$ cat config.mk
export PLATFORM = sky130hd
export DESIGN_NAME = uart_tx_fifo
export DESIGN_NICKNAME = d
export VERILOG_FILES = /design/src/rtl/uart_tx_fifo.sv
export SDC_FILE = /design/constraint.sdc
export NUM_CORES = 1
export LEC_CHECK = 0
export ABC_AREA = 0
export BUFFER_PORTS_ARGS = -buffer_cell sky130_fd_sc_hd__buf_4
export CAP_MARGIN = 20
export CORE_MARGIN = 2
export CORE_UTILIZATION = 50
export DETAILED_ROUTE_END_ITERATION = 16
export GPL_TIMING_DRIVEN = 0
export PLACE_DENSITY_LB_ADDON = 0.3
export SYNTH_ARGS = -nofsm -noshare
export SYNTH_HDL_FRONTEND = slang
export SYNTH_SLANG_ARGS = --single-unit
$ cat constraint.sdc
create_clock -name clk -period 6.6 [get_ports clk]
set_input_delay 1.32 -clock clk [delete_from_list [all_inputs] [get_ports clk]]
set_output_delay 1.32 -clock clk [all_outputs]
set_load 0.01 [all_outputs]
$ cat src/rtl/uart_tx_fifo.sv
// rtl/uart_tx_fifo.sv - UART transmitter (8N1, LSB first) with byte FIFO
//
// Purpose: queues bytes written by the core and serialises them onto txd.
// Optional feature macro: UART_TX_PARITY_EN adds an even-parity bit (8E1).
//
// Ports:
//   clk       system clock, all state on rising edge
//   rst_n     asynchronous active-low reset
//   wr_data   byte to queue
//   wrreq     write strobe, one byte per cycle high
//   full      FIFO full; writes while high are dropped
//   count     bytes queued, excluding the byte on the line
//   txd       serial output, idle high, registered
//   busy      frame in flight or FIFO non-empty
//   overflow  sticky, set by any dropped write

module uart_tx_fifo #(
    parameter int CLKS_PER_BIT    = 434,
    parameter int FIFO_DEPTH_LOG2 = 4
) (
    input  logic                       clk,
    input  logic                       rst_n,
    input  logic [7:0]                 wr_data,
    input  logic                       wrreq,
    output logic                       full,
    output logic [FIFO_DEPTH_LOG2:0]   count,
    output logic                       txd,
    output logic                       busy,
    output logic                       overflow
);

    localparam int PW    = FIFO_DEPTH_LOG2 + 1;
    localparam int DEPTH = 1 << FIFO_DEPTH_LOG2;
    localparam int CW    = (CLKS_PER_BIT > 1) ? $clog2(CLKS_PER_BIT) : 1;
    localparam logic [CW-1:0] BAUD_LAST = CW'(CLKS_PER_BIT - 1);

`ifdef UART_TX_PARITY_EN
    typedef enum logic [2:0] {S_IDLE, S_START, S_DATA, S_PARITY, S_STOP} state_t;
`else
    typedef enum logic [1:0] {S_IDLE, S_START, S_DATA, S_STOP} state_t;
`endif

    logic [7:0]    mem [DEPTH];

    state_t        state_q,    state_d;
    logic [PW-1:0] wr_ptr_q,   wr_ptr_d;
    logic [PW-1:0] rd_ptr_q,   rd_ptr_d;
    logic [CW-1:0] baud_q,     baud_d;
    logic [2:0]    bit_idx_q,  bit_idx_d;
    logic [7:0]    shift_q,    shift_d;
    logic          txd_q,      txd_d;
    logic          overflow_q, overflow_d;
`ifdef UART_TX_PARITY_EN
    logic          parity_q,   parity_d;
`endif

    logic          empty;
    logic          wr_en;
    logic          pop;
    logic          bit_end;
    logic [7:0]    head;

    // Extra pointer MSB makes the difference range 0..DEPTH, so full and
    // empty are both distinguishable from registered pointers alone.
    assign count    = wr_ptr_q - rd_ptr_q;
    assign full     = (count == PW'(DEPTH));
    assign empty    = (count == '0);
    assign wr_en    = wrreq & ~full;
    assign pop      = (state_q == S_IDLE) & ~empty;
    assign bit_end  = (baud_q == BAUD_LAST);
    assign head     = mem[rd_ptr_q[FIFO_DEPTH_LOG2-1:0]];

    assign txd      = txd_q;
    assign busy     = (state_q != S_IDLE) | ~empty;
    assign overflow = overflow_q;

    always_comb begin
        state_d    = state_q;
        wr_ptr_d   = wr_ptr_q + PW'(wr_en);
        rd_ptr_d   = rd_ptr_q;
        baud_d     = bit_end ? '0 : baud_q + 1'b1;
        bit_idx_d  = bit_idx_q;
        shift_d    = shift_q;
        txd_d      = txd_q;
        overflow_d = overflow_q | (wrreq & full);
`ifdef UART_TX_PARITY_EN
        parity_d   = parity_q;
`endif

        case (state_q)
            S_IDLE: begin
                txd_d  = 1'b1;
                baud_d = '0;
                if (pop) begin
                    rd_ptr_d = rd_ptr_q + 1'b1;
                    shift_d  = head;
`ifdef UART_TX_PARITY_EN
                    parity_d = ^head;
`endif
                    state_d  = S_START;
                    txd_d    = 1'b0;
                end
            end
            S_START: begin
                if (bit_end) begin
                    state_d   = S_DATA;
                    bit_idx_d = 3'd0;
                    txd_d     = shift_q[0];
                end
            end
            S_DATA: begin
                // txd is registered, so the next bit is loaded one position
                // ahead of the shift (shift_q[1] becomes shift_d[0]).
                if (bit_end) begin
                    shift_d = shift_q >> 1;
                    if (bit_idx_q == 3'd7) begin
`ifdef UART_TX_PARITY_EN
                        state_d = S_PARITY;
                        txd_d   = parity_q;
`else
                        state_d = S_STOP;
                        txd_d   = 1'b1;
`endif
                    end else begin
                        bit_idx_d = bit_idx_q + 3'd1;
                        txd_d     = shift_q[1];
                    end
                end
            end
`ifdef UART_TX_PARITY_EN
            S_PARITY: begin
                if (bit_end) begin
                    state_d = S_STOP;
                    txd_d   = 1'b1;
                end
            end
`endif
            S_STOP: begin
                if (bit_end) begin
                    state_d = S_IDLE;
                    txd_d   = 1'b1;
                end
            end
            default: begin
                state_d = S_IDLE;
                txd_d   = 1'b1;
            end
        endcase
    end

    always_ff @(posedge clk or negedge rst_n) begin
        if (!rst_n) begin
            state_q    <= S_IDLE;
            wr_ptr_q   <= '0;
            rd_ptr_q   <= '0;
            baud_q     <= '0;
            bit_idx_q  <= '0;
            shift_q    <= '0;
            txd_q      <= 1'b1;
            overflow_q <= 1'b0;
`ifdef UART_TX_PARITY_EN
            parity_q   <= 1'b0;
`endif
        end else begin
            state_q    <= state_d;
            wr_ptr_q   <= wr_ptr_d;
            rd_ptr_q   <= rd_ptr_d;
            baud_q     <= baud_d;
            bit_idx_q  <= bit_idx_d;
            shift_q    <= shift_d;
            txd_q      <= txd_d;
            overflow_q <= overflow_d;
`ifdef UART_TX_PARITY_EN
            parity_q   <= parity_d;
`endif
        end
    end

    // Storage array needs no reset; pointers define validity.
    always_ff @(posedge clk) begin
        if (wr_en) begin
            mem[wr_ptr_q[FIFO_DEPTH_LOG2-1:0]] <= wr_data;
        end
    end

endmodule

==> out/qor.yml, run 1 <==
timing:
  drv_slew: 0
  finalHoldViolCount: 0
  period_needed_ps: 4469
  tightestPinTransition_ps: 905.7
  fmax_mhz: 223.8
  fin_tns_setup_ps: 0
  relSlewSlack_pct: 39.29
  timing.final.ws_setup_ps: 2131
  finalSetupViolations: 0
  finClkSkew_ps: 9.017
  timing.final.crit_share_pct: 67.71
  hold_ws_ps: 458.8
  rsz0062_at_grt: "no"
power_and_ir_drop:
  finalPower_mw: 3.762
  p_per_area_nw_per_um2: 466.9
  leakagePower_nw: 2.960
  ir_drop_mv: 0.2562
layout:
  diodes: 0
  stdcell_area_um2: 8056
  drive_gt1_share_pct: 24.69
  syn2layout_area_growth_pct: 15.89
  nNetsFinal: 501
  stdcell_count: 666
  fin_util_pct: 58.72
route:
  routed_wirelength_mm: 13.81
  drc: 0
  drtIter0Drc: 373
  wl_per_cell_um: 20.73
  drt-vias-per-instance: 5.931
  ant_nets: 0
  via_count: 3950
  drt_pre_antenna_iters: 6
yosys:
  synth.area.top_cells: "edfxtp_1 55%, dfrtp_1 12%, mux4_2 7.5%, mux2i_1 3.5%, ha_1 2.9%"
  yosysTopAreaCell: "edfxtp_1"
  synth.most_common_cell: "edfxtp_1"
  ys_seq_elements: 162
  synth_warnings: 0
  ys_async_sr_fraction_pct: 20.99
  ys_types: 56
  synth_common_cells: "128 x edfxtp_1, 33 x dfrtp_1, 24 x mux2i_1"
  synth.cell_area_um2: 6952
  synth_seq_area_share_pct: 67.55
  netlist_instances: 422
  syn_area_per_cell_um2: 16.47
  synth_ff_type: "edfxtp_1"
  synth-edff-count: 128
  synth_top_area_share_pct: 55.29
  synth_nets: 450
setup_path:
  critical_path_required_ps: 5280
  critPathLaunchType: "flop"
  critPathArrivalTime_ps: 3150
  critPathCaptureType: "output port"
  critPathMaxFanout: 10
  critical_path_class: "reg2out"
clocking:
  cts_tree: "built"
  clockBufferDepth: 2
  ctsHtreeMaxLevel: 4
  cts_setup_buffers: 0
  cts_root_buf: "clkbuf_16"
  cts.sink_count: 162
  numCtsBuffers: 17
  cts_resized: 0
  cts_hold_buf: 0
  insertion_delay_ps: 430
  path_clk_slew_ps: 60
hold_path:
  hold_path.class: "reg2reg"
placement:
  place_area_um2: 7467
  gp_congestion: 0.8258
  io_buffers: 19
  hpwl_mm: 9.554
  dp_cells: 634
  place_ws_ps: 2596
grt:
  globalRouteMet1Util_pct: 25.67
  grt_pass1_wl_mm: 21.30
  grtUsageTotal_pct: 20.01
  gr-usage-met3_pct: 4.494
  busiest_layer: "met2"
  grt_max_degree: 35
  grt_pass1_vias: 3936
  grt_overflow: 0
  grt_use_met2_pct: 32.96
  antenna_found_initial: 0
die:
  start_util_pct: 50.67
  fp.dieArea_um2: 14860
  num_io_pins: 20
  fp.dieH_um: 121.9
  die_w_um: 121.9
  rows: 43
  core_area_um2: 13720
status:
  status: "complete, no violations"
flow_run:
  cap_violations: 0
-- worst max-delay path, stage by stage, from the launching register on --
cell      delay (ps)
dfrtp_1          340
clkbuf_1         510
inv_1            100
ha_1             230
inv_1             70
fa_1             450
nand3b_1         190
a211oi_2         290
o221ai_2         170
buf_4            210
buf_4            150
-- cells by family (layout without fill, tap and decap cells) --
group	after synthesis	count (layout)	synth area share, %
DFF	162	162	67.55
and+or+nand+nor	82	82	6.282
muxes	51	51	11.56
AOI/OAI and AO/OA	61	61	6.803
adders and majority gates	17	17	3.168
buffers and inverters	32	96	2.502
xor gates and xnor gates	17	17	2.142
-- where the power goes --
part / switching, mW / total, mW / internal [mW]
registers: 0.0881 / 1.37 / 1.28
clock network: 0.436 / 0.974 / 0.538
logic: 0.810 / 1.42 / 0.613
total: 1.33 / 3.76 / 2.43
-- sequential cells by signal, summed over array words and instances (netlist names), 2 cells and up --
name	flops
baud_q	9
bit_idx_q	3
mem	128
rd_ptr_q	5
shift_q	8
state_q	2
wr_ptr_q	5
-- layout by cell type (no fill, tap or decap), types with 6 or more instances in the layout --
cell type  instances
xor2_1             8
mux2i_1           24
ha_1              16
a21o_1             8
a32o_1             7
clkbuf_16         17
xnor2_1            9
nand3_1           13
nand2_1           11
nor2_1            20
edfxtp_1         128
nor4_2             6
o22ai_1            6
clkbuf_1          10
a211oi_1           7
mux4_2            23
buf_4             31
inv_1              9
dfrtp_1           33
-- path summary, 6_finish.rpt --
path / slack, ps / endpoint / depth (start not counted) / start
setup / recovery: 2130 / busy / 10 / wr_ptr_q[0]
setup reg to reg: 2880 / mem[7][3] / 11 / wr_ptr_q[0]
max in group asynchronous: 5430 / txd / 1 / rst_n
min in group asynchronous: 830 / overflow / 1 / rst_n
hold / removal: 460 / overflow / 1 / overflow
hold reg to reg: 460 / overflow / 1 / overflow
-- metal layers --
metal  wire, µm  vias to the layer above
met3        764                       24
met2       6972                      139
li1           -                     1771
met5          0                        -
met1       5759                     2016
met4        309                        0
-- area by class of cell --
| type | instances | area [µm²] |
|---|---|---|
| fillers | 1024 | 5663 |
| flip-flops and latches | 162 | 4696 |
| multi-input cells | 228 | 2137 |
| clock buffers | 17 | 425.4 |
| repair buffers | 32 | 235.2 |
| well taps | 180 | 225.2 |
| clock inverters | 15 | 163.9 |
| plain buffers | 20 | 128.9 |
| inverters | 12 | 45.04 |
Power figures use the tool's default switching activity.
==> run 2, diff against run 1 <==
Settings changed: ABC_AREA 0 to 1.
Clock period 6.6 ns to 4.7 ns, I/O delays scaled along.
==> run 2 against run 1 <==
  * Sequential power up 28%
  * Via count up 34%
  * Combinational power down 59%
  * Final area up 5.2%
  * Largest cell class unchanged
  * Highest routed layer unchanged
==> out/qor.yml, run 2 <==
yosys:
  ys_async_sr_fraction_pct: 20.99  # unchanged
  synth_warnings: 0  # unchanged
  netlist_instances: 765  # was 422
  synth_common_cells: "233 x nand2_1, 128 x edfxtp_1, 109 x inv_1"  # was 128 x edfxtp_1, 33 x dfrtp_1, 24 x mux2i_1
  synth_top_area_share_pct: 51.27  # was 55.29%
  synth_nets: 793  # was 450
  ys_types: 40  # was 56
  synth-edff-count: 128  # unchanged
  syn_area_per_cell_um2: 9.800  # was 16.47 µm²
  synth.cell_area_um2: 7497  # was 6952 µm²
  synth.most_common_cell: "nand2_1"  # was edfxtp_1
  ys_seq_elements: 162  # unchanged
  synth_ff_type: "edfxtp_1"  # unchanged
  yosysTopAreaCell: "edfxtp_1"  # unchanged
  synth_seq_area_share_pct: 62.63  # was 67.55%
  synth.area.top_cells: "edfxtp_1 51%, nand2_1 12%, dfrtp_1 11%, nand3_1 6.7%, inv_1 5.5%"  # was edfxtp_1 55%, dfrtp_1 12%, mux4_2 7.5%, mux2i_1 3.5%, ha_1 2.9%
timing:
  finClkSkew_ps: 7.875  # was 9.017 ps
  fin_tns_setup_ps: 0  # unchanged
  finalSetupViolations: 0  # unchanged
  timing.final.crit_share_pct: 77.90
  period_needed_ps: 3661
  finalHoldViolCount: 0  # unchanged
  rsz0062_at_grt: "no"  # unchanged
  relSlewSlack_pct: 31.18  # was 39.29%
  fmax_mhz: 273.1
  timing.final.ws_setup_ps: 1039  # was 2131 ps
  tightestPinTransition_ps: 1028  # was 905.7 ps
  drv_slew: 0  # unchanged
layout:
  fin_util_pct: 58.08  # was 58.72%
  nNetsFinal: 832  # was 501
  diodes: 0  # unchanged
  final_common_cell: "nand2_1"  # was edfxtp_1
  syn2layout_area_growth_pct: 13.02  # was 15.89%
  stdcell_area_um2: 8473  # was 8056 µm²
  final_cell_mix: "233 x nand2_1, 128 x edfxtp_1, 109 x inv_1, 100 x nand3_1, 41 x nor2_1"  # was 128 x edfxtp_1, 33 x dfrtp_1, 31 x buf_4, 24 x mux2i_1, 23 x mux4_2
  largest_register_ffs: 128  # unchanged
  fill_cells: 1202  # was 1024
  drive_gt1_share_pct: 11.38  # was 24.69%
setup_path:
  critical_path_required_ps: 3760  # was 5280 ps
  critPathCaptureType: "output port"  # unchanged
  worstRegToRegCells: 12  # was 11
  critPathArrivalTime_ps: 2720  # was 3150 ps
  critPathMaxFanout: 11  # was 10
  critical_path_class: "reg2out"  # unchanged
  critPathLaunchType: "flop"  # unchanged
die:
  rows: 44  # was 43
  fp.dieArea_um2: 15990  # was 14860 µm²
  die_w_um: 126.5  # was 121.9 µm
  fp.dieH_um: 126.5  # was 121.9 µm
  start_util_pct: 51.39  # was 50.67%
  num_io_pins: 20  # unchanged
  core_area_um2: 14590  # was 13720 µm²
clocking:
  cts_tree: "built"  # unchanged
  clockBufferDepth: 2  # unchanged
  cts_setup_buffers: 0  # unchanged
  ctsHtreeMaxLevel: 4  # unchanged
  insertion_delay_ps: 430  # about the same
  cts_root_buf: "clkbuf_16"  # unchanged
  path_clk_slew_ps: 70  # was 60 ps
  cts.sink_count: 162  # unchanged
  numCtsBuffers: 17  # unchanged
  cts_hold_buf: 0  # unchanged
  cts_resized: 0  # unchanged
grt:
  grt_max_degree: 35  # unchanged
  grtUsageTotal_pct: 22.62  # was 20.01%
  antenna_found_initial: 0  # unchanged
  grt_pass1_wl_mm: 27.29  # was 21.30 mm
  grt_overflow: 0  # unchanged
  grt_pass1_vias: 5274  # was 3936
route:
  via_count: 5278  # was 3950
  drt-vias-per-instance: 5.273  # was 5.931
  drc: 0  # unchanged
  ant_nets: 0  # unchanged
  drt_pre_antenna_iters: 5  # was 6
  wl_per_cell_um: 17.14  # was 20.73 µm
  drtIter0Drc: 493  # was 373
  routed_wirelength_mm: 17.16  # was 13.81 mm
hold_path:
  hold_path.class: "in2async"  # was reg2reg
power_and_ir_drop:
  leakagePower_nw: 3.757  # was 2.960 nW
  finalPower_mw: 3.727  # was 3.762 mW
  ir_drop_mv: 0.2802  # was 0.2562 mV
  p_per_area_nw_per_um2: 439.9  # was 466.9 nW/µm²
placement:
  place_ws_ps: 1317  # was 2596 ps
  place_area_um2: 7875  # was 7467 µm²
  hpwl_mm: 11.70  # was 9.554 mm
  io_buffers: 19  # unchanged
  gp_congestion: 0.8437  # was 0.8258
flow_run:
  cap_violations: 0  # unchanged
status:
  status: "complete, no violations"  # unchanged
-- run 2: changes by cell type after synthesis, sizes merged, moves of 10 or more --
cell,previous run,this run
nor2,21,42
inv,12,114
nand3,13,100
mux2i,24,0
nand2,11,238
or2,1,11
mux4,23,0
-- run 2: layout make-up --
cell class              instances  area [µm²]  share of cell area, %
multi-input cells             462        2230                  26.31
repair buffers                 20       147.6                  1.742
plain buffers                  26       140.1                  1.654
clock buffers                  17       425.4                  5.021
well taps                     184       230.2                  2.717
clock inverters                15       172.7                  2.038
inverters                     115       431.7                  5.095
flip-flops and latches        162        4696                  55.42
-- run 2: cell families (layout without fill, tap and decap cells) --
kind of cell,Yosys count,after routing,synth area share (%)
AO/OA/AOI/OAI,30,30,2.420
XOR/XNOR,10,10,1.168
adder cells (fa/ha/maj),17,17,2.937
buffers and inverters,141,193,7.627
flip-flops,162,162,62.63
AND/OR/NAND/NOR,405,405,23.21
-- run 2: worst paths after layout --
| kind | start | end | slack, ps |
|---|---|---|---|
| worst max-delay path | rd_ptr_q[1] | full | 1040 |
| worst min-delay path | rst_n | shift_q[5] | 450 |
| worst max register to register | rd_ptr_q[1] | mem[8][4] | 1310 |
| worst min register to register | overflow | overflow | 460 |
| max in group asynchronous | rst_n | txd | 3890 |
| min in group clk | overflow | overflow | 460 |
-- run 2: where the power goes --
group	switching, mW	leakage [nW]	internal (mW)	total (mW)
Clock	0.592	0.296	0.799	1.39
Combinational	0.392	1.89	0.190	0.582
Sequential	0.0585	1.57	1.70	1.75
Total	1.04	3.76	2.69	3.73
-- run 2: critical path, stage by stage (launching register included) --
cell,delay [ps]
dfrtp_1,370
buf_2,190
inv_2,130
buf_2,300
fa_1,480
or2_0,240
nor2_2,190
nand3_1,150
inv_1,100
buf_4,120
-- run 2: through the flow --
stage | hold slack [ps] | instances
global placement | 439.4 | 968
global route | 487.6 | 1001
finish | 451.8 | 1001
CTS | 463.6 | 1001
floorplan | 447.3 | 765
detailed placement | 453.3 | 969
-- run 2: per-layer routing --
| metal | part of all wire (%) | GRT usage, % |
|---|---|---|
| met1 | 42 | 28.70 |
| met2 | 50 | 38.00 |
| met3 | 5.8 | 4.808 |
| met4 | 3.0 | 9.244 |
| met5 | 0 | 0 |
==> run 3, diff against run 2 <==
Settings changed: ABC_AREA 1 to 0.
Clock period 4.7 ns to 3.8 ns, I/O delays scaled along.
==> run 3 against run 2 <==
  * Via count shrank 26%
  * Non-clock buffer count grew 6
  * Sequential power grew 35%
  * Utilization grew 0.69 points
  * Largest power group is now combinational logic
==> out/qor.yml, run 3 (synthesis results as in run 1) <==
status:
  status: "complete, no violations"  # unchanged
power_and_ir_drop:
  p_clk_share_pct: 25.9  # was 37.3%
  p_sw_share_pct: 35.52  # was 27.96%
  seqPwrFrac_pct: 36.2  # was 47.1%
  p_int_mw: 4.218  # was 2.685 mW
  finalPower_mw: 6.542  # was 3.727 mW
  p_comb_share_pct: 37.8  # was 15.6%
  ir_drop_mv: 0.4449  # was 0.2802 mV
  p_per_area_nw_per_um2: 811.4  # was 439.9 nW/µm²
  leakagePower_nw: 2.963  # was 3.757 nW
  power.switching_mw: 2.324  # was 1.042 mW
timing:
  rsz0062_at_grt: "no"  # unchanged
  timing.final.crit_share_pct: 95.31
  finalSetupViolations: 0  # unchanged
  finClkSkew_ps: 10.92  # was 7.875 ps
  period_needed_ps: 3622
  finalHoldViolCount: 0  # unchanged
  drv_slew: 0  # unchanged
  fmax_mhz: 276.1
  relSlewSlack_pct: 40.48  # was 31.18%
  hold_ws_ps: 269.3  # was 451.8 ps
  tightestPinTransition_ps: 888.0  # was 1028 ps
clocking:
  insertion_delay_ps: 430  # about the same
  numCtsBuffers: 17  # unchanged
  cts_setup_buffers: 0  # unchanged
  ctsHtreeMaxLevel: 4  # unchanged
  path_clk_slew_ps: 60  # was 70 ps
  clockBufferDepth: 2  # unchanged
  cts_root_buf: "clkbuf_16"  # unchanged
  cts_hold_buf: 0  # unchanged
  cts_tree: "built"  # unchanged
  cts.sink_count: 162  # unchanged
layout:
  syn2layout_area_growth_pct: 15.98  # was 13.02%
  diodes: 0  # unchanged
  largest_register_ffs: 128  # unchanged
  drive_gt1_share_pct: 25.10  # was 11.38%
  nNetsFinal: 501  # was 832
  final_common_cell: "edfxtp_1"  # was nand2_1
  final_cell_mix: "128 x edfxtp_1, 33 x dfrtp_1, 31 x buf_4, 24 x mux2i_1, 23 x mux4_2"  # was 233 x nand2_1, 128 x edfxtp_1, 109 x inv_1, 100 x nand3_1, 41 x nor2_1
flow_run:
  cap_violations: 0  # unchanged
grt:
  grt_pass1_vias: 3936  # was 5274
  grt_pass1_wl_mm: 21.30  # was 27.29 mm
  grt_overflow: 0  # unchanged
  grtUsageTotal_pct: 20.01  # was 22.62%
  grt_max_degree: 35  # unchanged
  antenna_found_initial: 0  # unchanged
route:
  drt-vias-per-instance: 5.868  # was 5.273
  ant_nets: 0  # unchanged
  drtIter0Drc: 343  # was 493
  wl_per_cell_um: 20.82  # was 17.14 µm
  drt_pre_antenna_iters: 5  # unchanged
  drc: 0  # unchanged
  routed_wirelength_mm: 13.86  # was 17.16 mm
  via_count: 3908  # was 5278
setup_path:
  max_stage_delay_ps: 460  # was 480 ps
  crit_path_top_delay_cell: "fa_1"  # unchanged
  critical_path_class: "reg2out"  # unchanged
  critPathMaxFanout: 10  # was 11
  crit_chain: "buf_2 > inv_1 > ha_1 > inv_1 > fa_1 > nand3b_1 > a211oi_2 > o221ai_2 > buf_4 > buf_4"  # was buf_2 > inv_2 > buf_2 > fa_1 > or2_0 > nor2_2 > nand3_1 > inv_1 > buf_4
  critPathArrivalTime_ps: 2860  # was 2720 ps
  critical_path_required_ps: 3040  # was 3760 ps
  critPathCaptureType: "output port"  # unchanged
  critPathLaunchType: "flop"  # unchanged
die:
  core_area_um2: 13720  # was 14590 µm²
  start_util_pct: 50.67  # was 51.39%
  fp.dieArea_um2: 14860  # was 15990 µm²
  num_io_pins: 20  # unchanged
  fp.dieH_um: 121.9  # was 126.5 µm
  die_w_um: 121.9  # was 126.5 µm
  rows: 43  # was 44
placement:
  hpwl_mm: 9.554  # was 11.70 mm
  gp_congestion: 0.8258  # was 0.8437
  io_buffers: 19  # unchanged
hold_path:
  hold_path.class: "in2async"  # unchanged
run 3: cell count changes in the layout (fill, tap and decap cells not counted), moves of 8 or more:
cell	previous run	this run
inv_1	109	9
nand3_1	100	13
buf_4	21	31
buf_2	14	6
mux2i_1	0	24
or2_2	8	0
nand2_1	233	11
nor2_1	41	20
mux4_2	0	23
a21oi_1	13	5
run 3: final cells by class:
class / instances / area (µm²)
Fill cell: 1025 / 5657
Sequential cell: 162 / 4696
Multi-Input combinational cell: 228 / 2142
Clock buffer: 17 / 425.4
Timing Repair Buffer: 32 / 235.2
Tap cell: 180 / 225.2
Clock inverter: 15 / 163.9
Buffer: 20 / 130.1
Inverter: 12 / 45.04
run 3: timing repair:
action,in CTS,in global routing
hold endpoints to repair,0,0
resized for setup,1,2
endpoints found under the setup margin,1,5
pin swaps,0,0
run 3: path summary, 6_finish.rpt:
check                             to         from  depth (start not counted)  slack (ps)
max                             busy  wr_ptr_q[0]                         10         180
max in group asynchronous        txd        rst_n                          1        3190
min                         overflow        rst_n                          1         270
min in group clk            overflow     overflow                          1         460
max reg2reg                mem[3][7]  wr_ptr_q[0]                         11         290
min reg2reg                 overflow     overflow                          1         460
run 3: stage by stage:
stage / area (µm²) / setup slack, ps / TNS [ps] / utilization, % / std cells
after CTS: 8058 / 131.3 / 0 / 58.73 / 666
after global placement: 7320 / -472.5 / -22250 / 53.35 / 621
after global routing: 8063 / 25.10 / 0 / 58.77 / 666
after floorplan: 6952 / 345.8 / 0 / - / 422
after detailed placement: 7467 / 153.7 / 0 / 54.43 / 634
final: 8063 / 178.4 / 0 / 58.77 / 666
run 3: routing by layer:
layer,track usage (%),vias up,wire length [µm],part of all wire [%]
li1,-,1770,-,-
met1,25.67,2016,5932,43
met2,32.96,95,6945,50
met3,4.494,27,676,4.9
met4,8.693,0,309,2.2
met5,0,-,0,0
run 3: power groups by stage:
| stage | Sequential, mW | Combinational (mW) | Clock [mW] |
|---|---|---|---|
| after floorplan | 2.37 | 1.71 | 0 |
| after global placement | 2.39 | 2.32 | 0 |
| after detailed placement | 2.41 | 2.47 | 0 |
| after CTS | 2.37 | 2.48 | 1.72 |
| after global routing | 2.39 | 2.68 | 1.80 |
| final | 2.37 | 2.48 | 1.69 |
run 3: critical path, delay by kind of cell, from the launching register on:
family,cells,cell delay [ps]
AOI/OAI and AO/OA,2,460
buffers and inverters,5,770
DFF,1,340
and+or+nand+nor,1,190
adders and majority gates,2,670
